===== config.mk =====
export PLATFORM = sky130hd
export DESIGN_NAME = led_seq_ctrl_flat
export DESIGN_NICKNAME = d
export VERILOG_FILES = /design/src/rtl/led_seq_ctrl_if.sv /design/src/rtl/led_seq_ctrl.sv /design/src/flat_wrapper.sv
export SDC_FILE = /design/constraint.sdc
export NUM_CORES = 1
export LEC_CHECK = 0
export CAP_MARGIN = 10
export CORE_AREA = 4 4 90 92
export DETAILED_ROUTE_END_ITERATION = 8
export DIE_AREA = 0 0 94 96
export DONT_BUFFER_PORTS = 1
export HOLD_SLACK_MARGIN = 0.08
export PLACE_DENSITY = 0.87
export SYNTH_ARGS = -nofsm -noshare
export SYNTH_HDL_FRONTEND = slang
export SYNTH_SLANG_ARGS = --single-unit

===== constraint.sdc =====
create_clock -name clk -period 3.92 [get_ports clk]
set_clock_uncertainty 0.15 [all_clocks]
set_input_delay 0.588 -clock clk [delete_from_list [all_inputs] [get_ports clk]]
set_output_delay 0.588 -clock clk [all_outputs]
set_load 0.005 [all_outputs]

===== src/rtl/led_seq_ctrl_if.sv =====
// Configuration port for led_seq_ctrl.
// A valid/ready handshake carries a new pattern mode and tick rate into the sequencer.
//   cfg_valid  master -> slave  configuration offered
//   cfg_ready  slave -> master  configuration can be accepted
//   cfg_mode   master -> slave  0 blink, 1 chase, 2 bounce, 3 count
//   cfg_rate   master -> slave  tick period exponent (period = 2^rate cycles)
interface led_seq_ctrl_if;
    logic       cfg_valid;
    logic       cfg_ready;
    logic [1:0] cfg_mode;
    logic [4:0] cfg_rate;

    modport master (
        output cfg_valid,
        output cfg_mode,
        output cfg_rate,
        input  cfg_ready
    );

    modport slave (
        input  cfg_valid,
        input  cfg_mode,
        input  cfg_rate,
        output cfg_ready
    );
endinterface


===== src/rtl/led_seq_ctrl.sv =====
// LED pattern sequencer: a prescaler produces a programmable tick and each tick steps one of
// four LED patterns (blink, chase, bounce, binary count). New configuration is accepted
// directly while idle and is deferred to the next tick boundary while running.
//   clk    system clock
//   rst_n  asynchronous active-low reset
//   en     run enable; low forces idle
//   hold   freeze prescaler and pattern while running
//   cfg    configuration handshake (slave side)
//   led    registered LED drive
//   tick   one-cycle pulse coincident with each led update
//   busy   high whenever the sequencer is not idle
module led_seq_ctrl #(
    parameter int unsigned CNT_W   = 26,
    parameter int unsigned NUM_LED = 8
) (
    input  logic               clk,
    input  logic               rst_n,
    input  logic               en,
    input  logic               hold,
    led_seq_ctrl_if.slave      cfg,
    output logic [NUM_LED-1:0] led,
    output logic               tick,
    output logic               busy
);

    typedef enum logic [1:0] {StIdle, StRun, StHold} state_e;

    localparam logic [4:0] RateMax = 5'(CNT_W - 1);

    state_e             state_q, state_d;
    logic [CNT_W-1:0]   cnt_q, cnt_d;
    logic [1:0]         mode_q, mode_d;
    logic [4:0]         rate_q, rate_d;
    logic [1:0]         shadow_mode_q, shadow_mode_d;
    logic [4:0]         shadow_rate_q, shadow_rate_d;
    logic               pending_q, pending_d;
    logic [NUM_LED-1:0] led_q, led_d;
    logic               tick_q, tick_d;
    logic               dir_up_q, dir_up_d;

    logic               accept;
    logic [4:0]         rate_clamped;
    logic [CNT_W-1:0]   cnt_max;
    logic [NUM_LED-1:0] bounce_next;

    // Chase and bounce start on bit 0; blink and count start from all-zero.
    function automatic logic [NUM_LED-1:0] init_pattern(input logic [1:0] mode);
        return (mode == 2'd1 || mode == 2'd2) ? NUM_LED'(1) : '0;
    endfunction

    assign accept       = cfg.cfg_valid && cfg.cfg_ready;
    assign rate_clamped = (cfg.cfg_rate > RateMax) ? RateMax : cfg.cfg_rate;
    assign cnt_max      = (CNT_W'(1) << rate_q) - CNT_W'(1);
    assign bounce_next  = dir_up_q ? (led_q << 1) : (led_q >> 1);

    always_comb begin
        state_d       = state_q;
        cnt_d         = cnt_q;
        mode_d        = mode_q;
        rate_d        = rate_q;
        shadow_mode_d = shadow_mode_q;
        shadow_rate_d = shadow_rate_q;
        pending_d     = pending_q;
        led_d         = led_q;
        tick_d        = 1'b0;
        dir_up_d      = dir_up_q;

        unique case (state_q)
            StIdle:  if (en)    state_d = StRun;
            StRun:   if (hold)  state_d = StHold;
            StHold:  if (!hold) state_d = StRun;
            default:            state_d = StIdle;
        endcase
        if (!en) state_d = StIdle;

        if (!en) begin
            // Leaving (or staying in) idle: any configuration lands in the active registers.
            cnt_d     = '0;
            led_d     = '0;
            pending_d = 1'b0;
            if (accept) begin
                mode_d = cfg.cfg_mode;
                rate_d = rate_clamped;
            end else if (pending_q) begin
                mode_d = shadow_mode_q;
                rate_d = shadow_rate_q;
            end
        end else if (state_q == StIdle) begin
            if (accept) begin
                mode_d = cfg.cfg_mode;
                rate_d = rate_clamped;
            end
            cnt_d    = '0;
            led_d    = init_pattern(mode_d);
            dir_up_d = 1'b1;
        end else begin
            if (accept) begin
                shadow_mode_d = cfg.cfg_mode;
                shadow_rate_d = rate_clamped;
                pending_d     = 1'b1;
            end
            // hold gates counting on the same edge it is sampled, so no count is lost.
            if (!hold) begin
                if (cnt_q == cnt_max) begin
                    tick_d = 1'b1;
                    cnt_d  = '0;
                    if (pending_q) begin
                        mode_d    = shadow_mode_q;
                        rate_d    = shadow_rate_q;
                        pending_d = 1'b0;
                        led_d     = init_pattern(shadow_mode_q);
                        dir_up_d  = 1'b1;
                    end else begin
                        unique case (mode_q)
                            2'd0: led_d = ~led_q;
                            2'd1: led_d = {led_q[NUM_LED-2:0], led_q[NUM_LED-1]};
                            2'd2: begin
                                led_d = bounce_next;
                                if (dir_up_q && bounce_next[NUM_LED-1]) dir_up_d = 1'b0;
                                if (!dir_up_q && bounce_next[0])        dir_up_d = 1'b1;
                            end
                            default: led_d = led_q + NUM_LED'(1);
                        endcase
                    end
                end else begin
                    cnt_d = cnt_q + CNT_W'(1);
                end
            end
        end
    end

    always_ff @(posedge clk or negedge rst_n) begin
        if (!rst_n) begin
            state_q       <= StIdle;
            cnt_q         <= '0;
            mode_q        <= 2'd0;
            rate_q        <= RateMax;
            shadow_mode_q <= 2'd0;
            shadow_rate_q <= RateMax;
            pending_q     <= 1'b0;
            led_q         <= '0;
            tick_q        <= 1'b0;
            dir_up_q      <= 1'b1;
        end else begin
            state_q       <= state_d;
            cnt_q         <= cnt_d;
            mode_q        <= mode_d;
            rate_q        <= rate_d;
            shadow_mode_q <= shadow_mode_d;
            shadow_rate_q <= shadow_rate_d;
            pending_q     <= pending_d;
            led_q         <= led_d;
            tick_q        <= tick_d;
            dir_up_q      <= dir_up_d;
        end
    end

    assign cfg.cfg_ready = !pending_q;
    assign led           = led_q;
    assign tick          = tick_q;
    assign busy          = (state_q != StIdle);

endmodule


===== src/flat_wrapper.sv =====
// flat-port wrapper written by rule: the top's interface ports become plain ports
module led_seq_ctrl_flat 
#(
    parameter int unsigned CNT_W   = 26,
    parameter int unsigned NUM_LED = 8
)
  (clk, rst_n, en, hold, led, tick, busy, cfg_cfg_valid, cfg_cfg_mode, cfg_cfg_rate, cfg_cfg_ready);
  led_seq_ctrl_if cfg_i ();
  input  logic clk;
  input  logic rst_n;
  input  logic en;
  input  logic hold;
  output logic [NUM_LED-1:0] led;
  output logic tick;
  output logic busy;
  input wire logic [$bits(cfg_i.cfg_valid)-1:0] cfg_cfg_valid;
  input wire logic [$bits(cfg_i.cfg_mode)-1:0] cfg_cfg_mode;
  input wire logic [$bits(cfg_i.cfg_rate)-1:0] cfg_cfg_rate;
  output wire logic [$bits(cfg_i.cfg_ready)-1:0] cfg_cfg_ready;
  assign cfg_i.cfg_valid = cfg_cfg_valid;
  assign cfg_i.cfg_mode = cfg_cfg_mode;
  assign cfg_i.cfg_rate = cfg_cfg_rate;
  assign cfg_cfg_ready = cfg_i.cfg_ready;
  led_seq_ctrl #(.CNT_W(CNT_W), .NUM_LED(NUM_LED)) u_core (.clk(clk), .rst_n(rst_n), .en(en), .hold(hold), .cfg(cfg_i), .led(led), .tick(tick), .busy(busy));
endmodule

==> impl_metrics.toml, run 1 <==
[layout]
fillCellCount = 652
layoutNonFillerInstCount = 621
final_net_count = 536
synthToLayoutAreaGrowth_pct = 5.12
seq_area_mm2 = 0.00134
drive_gt1_share_pct = 12.8
footprint_of_the_multi_input_gates_mm2 = 0.00269
utilization_pct = 61.9
antenna_cells = 0

[synthesis]
synth_edf_count = 0
netlist_top_cells_area = "dfrtp_1, nor2_1, nand2_1"
synth_most_common_cell = "nor2_1"
average_cell_area_after_synthesis_um2 = 7.94
netlist_top_cells_count = "nor2_1, nand2_1, dfrtp_1"
share_of_the_yosys_chip_area_belonging_to_registers_pct = 31.4
post_synthesis_cell_area_mm2 = 0.00425
yosys.cell_types.count = 78
yosys_warnings = 0
synth_top_area_share_pct = 27.1
post_synth_inst_count = 535
postSynthNetCount = 550
synthArstFlopShare_pct = 100
ys_ff_latch = 53
ys_dominant_reg_cell = "dfrtp_1"
yosysTopAreaCell = "dfrtp_1"

[drt]
drt_iter0_markers = 443
detail_route.wl_per_cell_um = 17.3
detail_route.vias_per_cell = 6.49
drt-pass1-iter-count = 5
drt_wl_total_um = 10800
drc_errors = 0
route.vias.total = 4033
ant_nets = 0

[setup_path]
worst-setup-path-type = "flip-flop to flip-flop"
end_kind = "flip-flop"
critPathMaxStageDelay_ps = 400
worst_ep_arrival_time_ps = 3690
worst_ep_required_time_ps = 3980
start_kind = "flip-flop"
timing.critical_path.cells = "or3_4 -> or2_2 -> ha_2 -> buf_4 -> nor2_1 -> a32oi_1 -> o22ai_1 -> xor2_1 -> nor4_4 -> buf_4 -> nand4_4 -> nand2_1 -> mux2_2"
cp_dominant_cell_by_count = "buf_4"
critical_path.slowest_cell = "dfrtp_1"
top_fanout_value_on_the_critical_path = 10

[global_route]
vias_in_the_first_global_route = 3782
grt_antenna_before_repair = 0
groute.usage.overall_pct = 25.1
grt_pass1_wl_um = 18200
grt_start_max_net_pins = 54
grt_overflow = 0

[floorplan]
ioPinCount = 23
row_count = 31
total_core_area_mm2 = 0.00721
floorplan.initialDensity_pct = 58.9
die-width_um = 94
die_height_um = 96
dieArea_mm2 = 0.00902

[sta]
rsz_0062_raised_after_global_routing = "no"
final-setup-viol-count = 0
setup-tns-final_ps = 0
hold_violations = 0
timing.fmax_mhz = 275
final_worst_path_cycle_share_pct = 92.6
max_slew_margin_pct = 50.4
finalWorstSetupSlack_ps = 290
final.min_clock_period_ps = 3630
drv_slew = 0
tightest_slew_ps = 745

[power_and_ir_drop]
max-vdd-ir-drop_mv = 0.288
power_per_cell_area_mw_per_mm2 = 429
p_leak_nw = 1.73
totalPowerFinal_mw = 1.92

[run_status]
run_status = "finished, final reports clean"

[clock_network]
cts_tree = "yes"
cts_made_buffers = 5
h-tree-depth = 2
path_clk_slew_ps = 110
clk_root_buffer_cell = "clkbuf_8"
cts-root-to-sink-buffers = 2
worst_skew_pair.late_latency_ps = 320
cts.sink_count = 53

[place]
pre_cts_slack_ps = 219
dpl.cell_count = 610
portBuffers = 0
gp_congestion = 0.920
dpl.hpwl_um = 7630

[worst_hold_path]
worstHoldPathType = "input pin to flip-flop"

[run]
timing.max_cap.violations = 0
[power breakdown]
group	total [mW]	internal, mW	switching (mW)
logic	0.863	0.344	0.519
clock network	0.327	0.128	0.200
registers	0.727	0.621	0.107
total	1.92	1.09	0.826
[state kept, by name, indices dropped and copies added (netlist names)]
register,cells
u_core.tick,1
u_core.shadow_rate_q,5
u_core.shadow_mode_q,2
u_core.led,8
u_core.mode_q,2
u_core.dir_up_q,1
u_core.pending_q,1
u_core.cnt_q,26
u_core.state_q,2
u_core.rate_q,5
[metrics by stage]
stage / hold slack, ps / instance area (um2)
final: 252 / 4470
after global routing: 256 / 4470
after CTS: 253 / 4440
after detailed placement: 145 / 4320
after global placement: 145 / 4320
after floorplan: 142 / 4250
[kinds of logic (layout without fill, tap and decap cells)]
group | count (synthesis) | in the layout | share of synthesized area (%)
simple gates | 237 | 237 | 29.1
compound gates | 140 | 140 | 22.9
buf+inv | 56 | 43 | 5.71
flops | 53 | 53 | 31.4
xor+xnor | 36 | 36 | 7.42
mux | 10 | 10 | 2.53
fa+ha+maj | 3 | 3 | 0.883
[final cells by class]
type	instances	share of cell area (%)
Multi-Input combinational cell	426	60.2
Timing Repair Buffer	20	3.86
Clock buffer	5	1.54
Inverter	15	1.26
Tap cell	99	2.77
Sequential cell	53	29.9
Clock inverter	3	0.476
[placed cells by master, fill, tap and decap left out, types with 3 or more instances in the layout]
cell type and count:
a211o_1 3, and3_1 9, xnor2_1 14, clkbuf_8 5
o32a_1 5, dfrtp_1 46, a21oi_1 23, a211oi_1 11
dfstp_2 7, mux2i_1 4, nor2_1 66, a32oi_1 4
nor2b_1 4, a31oi_1 8, o22ai_1 3, a2bb2oi_1 3
and2_1 6, xor2_1 22, or3_1 4, o21ai_0 31
inv_1 14, mux2_2 5, a311oi_1 4, nor4b_1 3
o31ai_1 3, nand4_1 10, nor4_1 7, nand3_1 23
or2_2 8, nor3_1 13, o211ai_1 6, nand2_1 57
a21o_1 3, buf_4 18, nand2b_1 4, o21a_1 5
[timing repair]
item	CTS	global route
endpoints found under the hold margin	53	0
resized for setup	0	4
setup buffers	0	1
hold buffers	2	0
setup endpoints to repair	0	7
[worst paths after layout]
path | start | end | slack, ps | cells past startpoint
setup / recovery | u_core.rate_q[2] | u_core.led[1] | 290 | 13
hold / removal | en | u_core.led[0] | 250 | 2
setup reg to reg | u_core.rate_q[2] | u_core.led[1] | 290 | 13
hold reg to reg | u_core.shadow_rate_q[0] | u_core.shadow_rate_q[0] | 350 | 2
max in group asynchronous | rst_n | u_core.rate_q[4] | 2690 | 2
min in group asynchronous | rst_n | u_core.cnt_q[10] | 620 | 2
[worst max-delay path: cells and delay by family (launching register included)]
kind                     cells  cell delay, ps
flip-flops                   1             400
AND/OR/NAND/NOR              6            1530
AO/OA/AOI/OAI                2             340
multiplexers                 1             360
XOR/XNOR                     1             140
buffers and inverters        2             360
adder cells (fa/ha/maj)      1             260
[metal layers]
metal	global-route usage (%)	routed length [um]	up-vias
met1	35.9	4690	1889
met2	38.4	4840	197
met5	0	0	-
met3	3.52	834	32
met4	10.5	390	0
li1	-	-	1915
Power figures use the tool's default switching activity.
==> run 2: changes to the inputs <==
Settings changed: ABC_CLOCK_PERIOD_IN_PS set to 3920.
==> results of run 2 <==
Final layout, timing and power as in run 1 (identical DEF).
